<file path="config.mk">
export PLATFORM = sky130hd
export DESIGN_NAME = access_ctrl_lockout
export DESIGN_NICKNAME = d
export VERILOG_FILES = /design/src/rtl/access_pkg.sv /design/src/rtl/access_scan_counter.sv /design/src/rtl/access_ctrl_lockout.sv
export SDC_FILE = /design/constraint.sdc
export NUM_CORES = 1
export LEC_CHECK = 0
export ABC_CLOCK_PERIOD_IN_PS = 2500
export CAP_MARGIN = 25
export CORE_MARGIN = 3
export CORE_UTILIZATION = 45
export DETAILED_ROUTE_END_ITERATION = 10
export DONT_BUFFER_PORTS = 1
export SETUP_SLACK_MARGIN = 0.02
export SLEW_MARGIN = 15
export SYNTH_ARGS = -nofsm -noshare
export SYNTH_HDL_FRONTEND = slang
export SYNTH_SLANG_ARGS = --single-unit
export TNS_END_PERCENT = 50
</file>
<file path="constraint.sdc">
create_clock -name clk -period 2.5 [get_ports clk]
set_input_delay 0.375 -clock clk [delete_from_list [all_inputs] [get_ports clk]]
set_output_delay 0.375 -clock clk [all_outputs]
set_load 0.01 [all_outputs]
</file>
<file path="src/rtl/access_pkg.sv">
// Shared types for the access-control password checker: FSM state encoding,
// fail-counter width and a saturating increment helper.
package access_pkg;

  localparam int FAIL_W = 4;

  typedef enum logic [2:0] {
    IDLE,
    SCAN,
    GRANT,
    DENY,
    LOCK
  } state_t;

  function automatic logic [FAIL_W-1:0] sat_inc(input logic [FAIL_W-1:0] v);
    return (&v) ? v : v + 1'b1;
  endfunction

endpackage

</file>
<file path="src/rtl/access_scan_counter.sv">
// Saturating counter with enable, synchronous clear/load and a terminal flag.
// Up mode stops at LAST (ROM address walk); down mode stops at 0 (lockout timer).
module access_scan_counter #(
  parameter int W       = 5,
  parameter int LAST    = 31,
  parameter bit DOWN    = 1'b0,
  parameter int CLR_VAL = 0
) (
  input  logic         clk,
  input  logic         rst,
  input  logic         en,
  input  logic         clr,
  output logic [W-1:0] cnt,
  output logic         fc
);

  localparam logic [W-1:0] TERM = DOWN ? '0 : W'(LAST);

  logic [W-1:0] cnt_q, cnt_d;

  always_comb begin
    cnt_d = cnt_q;
    if (clr) begin
      cnt_d = W'(CLR_VAL);
    end else if (en && !fc) begin
      cnt_d = DOWN ? cnt_q - 1'b1 : cnt_q + 1'b1;
    end
  end

  always_ff @(posedge clk or posedge rst) begin
    if (rst) begin
      cnt_q <= '0;
    end else begin
      cnt_q <= cnt_d;
    end
  end

  assign cnt = cnt_q;
  assign fc  = (cnt_q == TERM);

endmodule

</file>
<file path="src/rtl/access_ctrl_lockout.sv">
// Password checker: on an enter edge, scans a registered-read ROM for the typed
// code, pulses granted/denied, and locks out after MAX_TRIES consecutive misses.
module access_ctrl_lockout
  import access_pkg::*;
#(
  parameter int PW_W      = 8,
  parameter int DEPTH     = 32,
  parameter int AW        = 5,
  parameter int MAX_TRIES = 3,
  parameter int LOCK_CYC  = 1000
) (
  input  logic              clk,
  input  logic              rst,
  input  logic              enter,
  input  logic [PW_W-1:0]   senha,
  output logic [AW-1:0]     mem_addr,
  input  logic [PW_W-1:0]   mem_data,
  output logic              busy,
  output logic              granted,
  output logic              denied,
  output logic              locked,
  output logic [AW-1:0]     match_idx,
  output logic [FAIL_W-1:0] fails
);

  localparam int TW = (LOCK_CYC > 1) ? $clog2(LOCK_CYC) : 1;

  state_t            state_q, state_d;
  logic              enter_q, armed_q, start;
  logic [PW_W-1:0]   code_q;
  logic              cmp_valid_q;
  logic [AW-1:0]     cmp_idx_q;
  logic              granted_q, denied_q;
  logic [AW-1:0]     match_idx_q;
  logic [FAIL_W-1:0] fails_q, fails_d, fails_inc;
  logic              hit, last_entry, grant_ev, deny_ev;
  logic [AW-1:0]     addr;
  logic              addr_fc_unused;
  logic [TW-1:0]     timer_cnt_unused;
  logic              timer_fc, timer_load;

  // armed_q blocks an enter that was already high when reset released.
  assign start      = enter & ~enter_q & armed_q & (state_q == IDLE);
  assign hit        = cmp_valid_q && (mem_data == code_q) && (mem_data != '0);
  assign last_entry = (cmp_idx_q == AW'(DEPTH - 1));
  assign fails_inc  = sat_inc(fails_q);
  assign timer_load = (state_d == LOCK) && (state_q != LOCK);

  access_scan_counter #(
    .W(AW), .LAST(DEPTH - 1), .DOWN(1'b0), .CLR_VAL(0)
  ) u_addr_cnt (
    .clk(clk), .rst(rst),
    .en(state_q == SCAN), .clr(state_d != SCAN),
    .cnt(addr), .fc(addr_fc_unused)
  );

  access_scan_counter #(
    .W(TW), .LAST(0), .DOWN(1'b1), .CLR_VAL(LOCK_CYC - 1)
  ) u_lock_timer (
    .clk(clk), .rst(rst),
    .en(state_q == LOCK), .clr(timer_load),
    .cnt(timer_cnt_unused), .fc(timer_fc)
  );

  always_comb begin
    state_d  = state_q;
    fails_d  = fails_q;
    grant_ev = 1'b0;
    deny_ev  = 1'b0;
    unique case (state_q)
      IDLE: if (start) state_d = SCAN;
      SCAN: begin
        if (hit) begin
          state_d  = GRANT;
          grant_ev = 1'b1;
          fails_d  = '0;
        end else if (cmp_valid_q && last_entry) begin
          deny_ev = 1'b1;
          fails_d = fails_inc;
          state_d = (fails_inc == FAIL_W'(MAX_TRIES)) ? LOCK : DENY;
        end
      end
      GRANT, DENY: state_d = IDLE;
      LOCK: begin
        if (timer_fc) begin
          state_d = IDLE;
          fails_d = '0;
        end
      end
      default: state_d = IDLE;
    endcase
  end

  always_ff @(posedge clk or posedge rst) begin
    if (rst) begin
      state_q     <= IDLE;
      enter_q     <= 1'b0;
      armed_q     <= 1'b0;
      code_q      <= '0;
      cmp_valid_q <= 1'b0;
      cmp_idx_q   <= '0;
      granted_q   <= 1'b0;
      denied_q    <= 1'b0;
      match_idx_q <= '0;
      fails_q     <= '0;
    end else begin
      state_q     <= state_d;
      enter_q     <= enter;
      armed_q     <= armed_q | ~enter;
      if (start) code_q <= senha;
      // ROM data lags the address by one cycle, so the compared index does too.
      cmp_valid_q <= (state_q == SCAN) && (state_d == SCAN);
      cmp_idx_q   <= addr;
      granted_q   <= grant_ev;
      denied_q    <= deny_ev;
      if (grant_ev) match_idx_q <= cmp_idx_q;
      fails_q     <= fails_d;
    end
  end

  assign mem_addr  = addr;
  assign busy      = (state_q == SCAN);
  assign locked    = (state_q == LOCK);
  assign granted   = granted_q;
  assign denied    = denied_q;
  assign match_idx = match_idx_q;
  assign fails     = fails_q;

endmodule

</file>
### Word level (Yosys, flattened, before mapping)

Cells that the tools add are included.

* bitwise operators: 6
* reductions and logical operators: 17
* eq/ne operators: 12
* mux-type cells: 20
* add/sub/neg operators: 3

Operators by type and width (number)
* 10-bit two-way mux: 2
* 4-bit two-way mux: 4
* 3-bit two-way mux: 5
* 5-bit equality test, second input constant: 2
* 10-bit zero test: 1
* 5-bit two-way mux: 2
* 10-bit by 1-bit subtractor with 10-bit output, second input constant: 1
* 3-bit one-hot mux with 3 select lines: 1
* 8-bit equality test: 1
* 4-bit one-hot mux with 2 select lines: 1
* 8-bit nonzero test: 1
* 1-bit logical AND: 7
* 3-bit by 1-bit equality test with 1-bit output, second input constant: 2
* 3-bit equality test, second input constant: 2
* 3-bit inequality test, second input constant: 2
* 2-bit nonzero test: 3
* 5-bit by 1-bit adder with 5-bit output, second input constant: 1
* 1-bit two-way mux: 5
* 4-bit by 1-bit adder with 4-bit output, second input constant: 1
* 4-bit by 2-bit equality test with 1-bit output, second input constant: 1
* 4-bit AND reduction: 1
* 1-bit bitwise AND: 3
* 3-bit zero test: 1
* 3-bit by 1-bit inequality test with 1-bit output, second input constant: 1
* 5 further kinds: 7

* register bits: 45
* output and inout port bits: 18
* input bits: 19
* logic and storage cells: 70

### Logic depth before layout (Yosys ltp)

* depth after elaboration: 10
* gate-level depth with buffers: 8
* mapped depth without buffers: 8

### Cells and area by module

From an unflattened synthesis, not the netlist that was laid out.

* cells, all modules: 197
* area total of the unflattened synthesis: 2173.3 um^2

By module, submodules not included
* access_ctrl_lockout: instances 1, area an instance 1328.8 um^2, cells an instance 110, sequential area each 750.7 um^2
* access_scan_counter at u_lock_timer: instances 1, area an instance 583.1 um^2, cells an instance 61, sequential area each 250.2 um^2
* access_scan_counter at u_addr_cnt: instances 1, area an instance 261.5 um^2, cells an instance 26, sequential area each 125.1 um^2

### Worst setup path before layout

OpenSTA, ideal clock, no wires.

* kind: register to register
* start: register u_lock_timer.cnt_q[5] (netlist: u_lock_timer.cnt[5])
* end: register u_lock_timer.cnt_q[7] (netlist: u_lock_timer.cnt[7])
* buffers on the path: 0
* path slack: 0.425 ns
* setup time: 0.122 ns
* required time: 2.378 ns
* cell stages (with the launch flop): 7
* arrival: 1.953 ns
* clock period less this slack: 2.075 ns
* path through: dfrtp_1 -> or4_4 -> o41ai_4 -> nor4_4 -> nor2b_1 -> xnor2_2 -> nand2_1

* longest elaborated chain between the ends: 6
* elaborated cells between the ends (all ways): 11
* those cells by class: add/sub (1); eq/ne (1); mux (4); reduce/logical (5)

Ends and longest elaborated chain
* start, declared: RTL line access_scan_counter.sv:19 `logic [W-1:0] cnt_q, cnt_d;`
* start signal, assigned: RTL line access_scan_counter.sv:34 `cnt_q <= cnt_d;`
* 10-bit zero test: RTL line access_scan_counter.sv:39 `assign fc = (cnt_q == TERM);`
* 3-bit two-way mux: RTL line access_ctrl_lockout.sv:85 `if (timer_fc) begin`
* 3-bit one-hot mux with 3 select lines: RTL line access_ctrl_lockout.sv:70 `unique case (state_q)`
* 3-bit equality test: RTL line access_ctrl_lockout.sv:47 `assign timer_load = (state_d == LOCK) && (state_q != LOCK);`
* 1-bit logical AND: RTL line access_ctrl_lockout.sv:47
* 10-bit two-way mux or 2-bit nonzero test (tied branches)

Several ways; a longest one is shown, not always the timed one. The select of a mux whose other input is x is not followed.
A chain may end at the register's enable or synchronous reset.

### Worst setup path after layout

* start: register code_q[0]
* end: register u_lock_timer.cnt_q[4] (netlist: u_lock_timer.cnt[4])

* longest elaborated chain between the ends: 8
* elaborated cells between the ends (all ways): 9
* those cells by class: eq/ne (2); mux (3); reduce/logical (4)

Ends and longest elaborated chain
* start, declared: RTL line access_ctrl_lockout.sv:30 `logic [PW_W-1:0] code_q;`
* start signal, assigned: RTL line access_ctrl_lockout.sv:110 `if (start) code_q <= senha;`
* 8-bit equality test *: RTL line access_ctrl_lockout.sv:44 `assign hit = cmp_valid_q && (mem_data == code_q) && (mem_data != '0);`
* 1-bit logical AND * (2 in series): RTL line access_ctrl_lockout.sv:44
* 3-bit two-way mux *: RTL line access_ctrl_lockout.sv:73 `if (hit) begin`
* 3-bit one-hot mux with 3 select lines *: RTL line access_ctrl_lockout.sv:70
* 3-bit equality test *: RTL line access_ctrl_lockout.sv:47
* 1-bit logical AND *: RTL line access_ctrl_lockout.sv:47
* 10-bit two-way mux or 2-bit nonzero test (tied branches)

Mark *: on every way between the ends. The rest lies on a longest branch, timed or not.

==> run_summary.xml <==
<?xml version="1.0" encoding="UTF-8"?>
<metrics>
  <group name="outcome">
    <metric name="run_status" unit="">complete, no violations</metric>
  </group>
  <group name="routing">
    <metric name="ant_nets" unit="">0</metric>
    <metric name="vias_per_cell" unit="">5.53</metric>
    <metric name="dr.first_iter.drc_count" unit="">39</metric>
    <metric name="detail_route.first_pass.iterations" unit="">4</metric>
    <metric name="via_count" unit="">1350</metric>
    <metric name="post_drt_wl_per_cell" unit="um">15.7</metric>
    <metric name="drt_wl_total" unit="um">3840</metric>
    <metric name="drc" unit="">0</metric>
  </group>
  <group name="cts">
    <metric name="clock_pin_slew_worst_setup_and_hold_paths" unit="ps">90</metric>
    <metric name="cts_tree" unit="">built</metric>
    <metric name="clock_tree.buffer_depth" unit="">2</metric>
    <metric name="cts-buffers-inserted" unit="">5</metric>
    <metric name="cts_num_sinks" unit="">45</metric>
    <metric name="ctsHtreeMaxLevel" unit="">2</metric>
    <metric name="cts_root_buf" unit="">clkbuf_8</metric>
    <metric name="worst_skew_pair.late_latency" unit="ps">300</metric>
    <metric name="cts.repair.resized" unit="">0</metric>
  </group>
  <group name="synth">
    <metric name="syn_area_per_cell" unit="um2">11.5</metric>
    <metric name="yosys_register_bits" unit="">45</metric>
    <metric name="ys_async_sr_fraction" unit="%">100</metric>
    <metric name="yosysWarnings" unit="">0</metric>
    <metric name="synth.yosys.seq_area_share" unit="%">54.5</metric>
    <metric name="synth-edff-count" unit="">0</metric>
    <metric name="most_frequently_used_flop_master_after_synthesis" unit="">dfrtp_1</metric>
    <metric name="post_syn_nets" unit="">202</metric>
    <metric name="synth.lib_cells_used.distinct" unit="">39</metric>
    <metric name="synthesis.instances" unit="">179</metric>
    <metric name="syn_area" unit="um2">2060</metric>
  </group>
  <group name="setup_path">
    <metric name="startpoint_class" unit="">flop</metric>
    <metric name="cp_data_required_time" unit="ps">2690</metric>
    <metric name="reg2reg_depth" unit="">5</metric>
    <metric name="worst_r2r_setup_slack" unit="ps">310</metric>
    <metric name="crit_path_max_fanout" unit="">11</metric>
    <metric name="setup.worst_path.start" unit="">code_q[0]</metric>
    <metric name="criticalPathCategory" unit="">reg2reg</metric>
    <metric name="end_kind" unit="">flop</metric>
    <metric name="worst_r2r_startpoint" unit="">code_q[0]</metric>
    <metric name="crit-reg2reg-capture" unit="">u_lock_timer.cnt[4]</metric>
    <metric name="arr_time_crit_path" unit="ps">2380</metric>
  </group>
  <group name="floorplanning">
    <metric name="floorplan.initialDensity" unit="%">47.1</metric>
    <metric name="floorplan.rows" unit="">24</metric>
    <metric name="boundaryPins" unit="">37</metric>
    <metric name="floorplan.core_area" unit="um2">4380</metric>
    <metric name="die_area" unit="um2">5440</metric>
    <metric name="die-height" unit="um">73.7</metric>
    <metric name="floorplan.die.width" unit="um">73.7</metric>
  </group>
  <group name="sta">
    <metric name="fin_crit" unit="ps">2190</metric>
    <metric name="slew_headroom" unit="%">57.1</metric>
    <metric name="max_freq" unit="MHz">456</metric>
    <metric name="timing.final.hold_violations" unit="">0</metric>
    <metric name="timing.final.setup_violations" unit="">0</metric>
    <metric name="grt_setup_unrepaired" unit="">no</metric>
    <metric name="fin_skew" unit="ps">4.43</metric>
    <metric name="max_slew.worst_pin.slew" unit="ps">638</metric>
    <metric name="period_share" unit="%">87.7</metric>
    <metric name="drv_slew" unit="">0</metric>
    <metric name="setup-tns-final" unit="ps">0</metric>
    <metric name="setup_slack" unit="ps">308</metric>
  </group>
  <group name="final_layout">
    <metric name="antennaDiodeCount" unit="">0</metric>
    <metric name="finish.utilization" unit="%">52.5</metric>
    <metric name="area_delta_synth_final" unit="%">11.6</metric>
    <metric name="mostFrequentLayoutCell" unit="">dfrtp_1</metric>
    <metric name="final_cell_mix" unit="">45 x dfrtp_1, 17 x nor2_1, 16 x nand2_1</metric>
    <metric name="fin_nets" unit="">214</metric>
    <metric name="layout.cell_area.non_filler" unit="um2">2300</metric>
    <metric name="layout-drive-gt1-share" unit="%">17.7</metric>
    <metric name="fill_cells" unit="">404</metric>
  </group>
  <group name="placement">
    <metric name="port_buffers" unit="">0</metric>
    <metric name="placement.setup.worst_slack" unit="ps">316</metric>
    <metric name="placement.cell_area" unit="um2">2180</metric>
    <metric name="gp_routability_congestion" unit="">0.802</metric>
    <metric name="detailedPlacementHpwl" unit="um">2980</metric>
  </group>
  <group name="global_routing">
    <metric name="grt_first_pass_wirelength" unit="um">6590</metric>
    <metric name="antenna_violations_before_repair" unit="">0</metric>
    <metric name="gr-usage-all-layers" unit="%">16.0</metric>
    <metric name="grt_remaining_overflow" unit="">0</metric>
    <metric name="grt_max_degree" unit="">19</metric>
    <metric name="grt_pass1_vias" unit="">1416</metric>
  </group>
  <group name="run">
    <metric name="maxCapViolCount" unit="">0</metric>
  </group>
  <group name="pwr">
    <metric name="cell_internal_pwr" unit="W">0.00104</metric>
    <metric name="share_clk_of_total_power" unit="%">42.1</metric>
    <metric name="seqPwrFrac" unit="%">55.5</metric>
    <metric name="p_leak" unit="nW">1.04</metric>
    <metric name="netSwitchingPower" unit="W">0.000271</metric>
    <metric name="netSwitchingFraction" unit="%">20.7</metric>
    <metric name="cell_area_power_density" unit="nW/um2">569</metric>
    <metric name="power.share.combinational" unit="%">2.4</metric>
    <metric name="worst_ir_drop_vdd" unit="uV">285</metric>
  </group>
  <group name="hold_path">
    <metric name="whs_endpoint" unit="">enter_q</metric>
    <metric name="hold_startpoint" unit="">enter</metric>
    <metric name="hold_path_depth" unit="">0</metric>
    <metric name="min_path_type" unit="">in2reg</metric>
  </group>
</metrics>
-- layout make-up --
class / count / area, um2 / share of cell area (%)
Inverter: 9 / 33.8 / 1.47
Tap cell: 52 / 65.1 / 2.82
Clock inverter: 2 / 38.8 / 1.68
Clock buffer: 6 / 72.6 / 3.15
Multi-Input combinational cell: 124 / 900 / 39.1
Timing Repair Buffer: 6 / 67.6 / 2.93
Sequential cell: 45 / 1130 / 48.9
-- worst max-delay path by stage --
stage	slack, ps	depth (start not counted)	end
final	310	5	u_lock_timer.cnt[4]
after floorplan	420	6	u_lock_timer.cnt[7]
after global placement	360	5	u_lock_timer.cnt[4]
after global routing	150	5	u_lock_timer.cnt[3]
after CTS	300	5	u_lock_timer.cnt[4]
after detailed placement	320	5	u_lock_timer.cnt[4]
-- power groups by stage --
stage           logic, W  registers [W]  clock network (W)
5_1_grt        0.0000362       0.000728           0.000589
4_1_cts        0.0000329       0.000728           0.000564
2_1_floorplan  0.0000197       0.000743                  0
3_3_place_gp   0.0000255       0.000743                  0
3_5_place_dp   0.0000316       0.000743                  0
6_report       0.0000311       0.000728           0.000553
-- metrics by stage --
| step | hold slack, ps | total power (W) | std cells |
|---|---|---|---|
| after floorplan | 406 | 0.000762 | 179 |
| after global routing | 77.8 | 0.00135 | 244 |
| after CTS | 87.2 | 0.00133 | 244 |
| after global placement | 407 | 0.000768 | 234 |
| after detailed placement | 277 | 0.000774 | 235 |
| final | 96.4 | 0.00131 | 244 |
-- flip-flops by register name, indices dropped and copies added, names as in the netlist --
name              cells
enter_q               1
match_idx             5
fails                 4
u_addr_cnt.cnt        5
cmp_idx_q             5
state_q               3
u_lock_timer.cnt     10
denied                1
cmp_valid_q           1
code_q                8
armed_q               1
granted               1
-- cells in the mapped netlist (all sizes together), types with 4 or more instances --
library cell   n  share of area [%]
nor2          17                3.1
xor2           4                1.7
nand4          4                1.2
nor3           4               0.97
o21ai          5                1.2
xnor2         14                6.3
dfrtp         45                 55
nor4           5                2.5
mux2          13                7.1
inv            9                1.6
ha             4                2.4
a21oi          5                1.2
nand2         16                2.9
-- cell families after synthesis --
| kind of cell | synth area share, % |
|---|---|
| buf+inv | 1.88 |
| compound gates | 8.24 |
| simple gates | 17.8 |
| fa+ha+maj | 2.42 |
| xor+xnor | 8.00 |
| flops | 54.5 |
| mux | 7.09 |
-- worst max-delay path, cell delays in order (launching register included) --
cell and delay (ps):
dfrtp_1 420, or4_1 550, o211ai_2 210, nor3_1 160, or3_1 540, and2_1 210
-- per-layer routing --
| layer | global-route usage [%] | routed length, um | vias up |
|---|---|---|---|
| met5 | 0 | 0 | - |
| li1 | - | - | 651 |
| met3 | 5.06 | 196 | 6 |
| met2 | 27.3 | 1990 | 33 |
| met1 | 18.9 | 1610 | 660 |
| met4 | 5.43 | 51 | 0 |
-- repair_timing --
item                      4_1_cts  5_1_grt
hold endpoints to repair       13        0
buffers inserted                0        0
hold buffers                    1        0
Power figures use the tool's default switching activity.
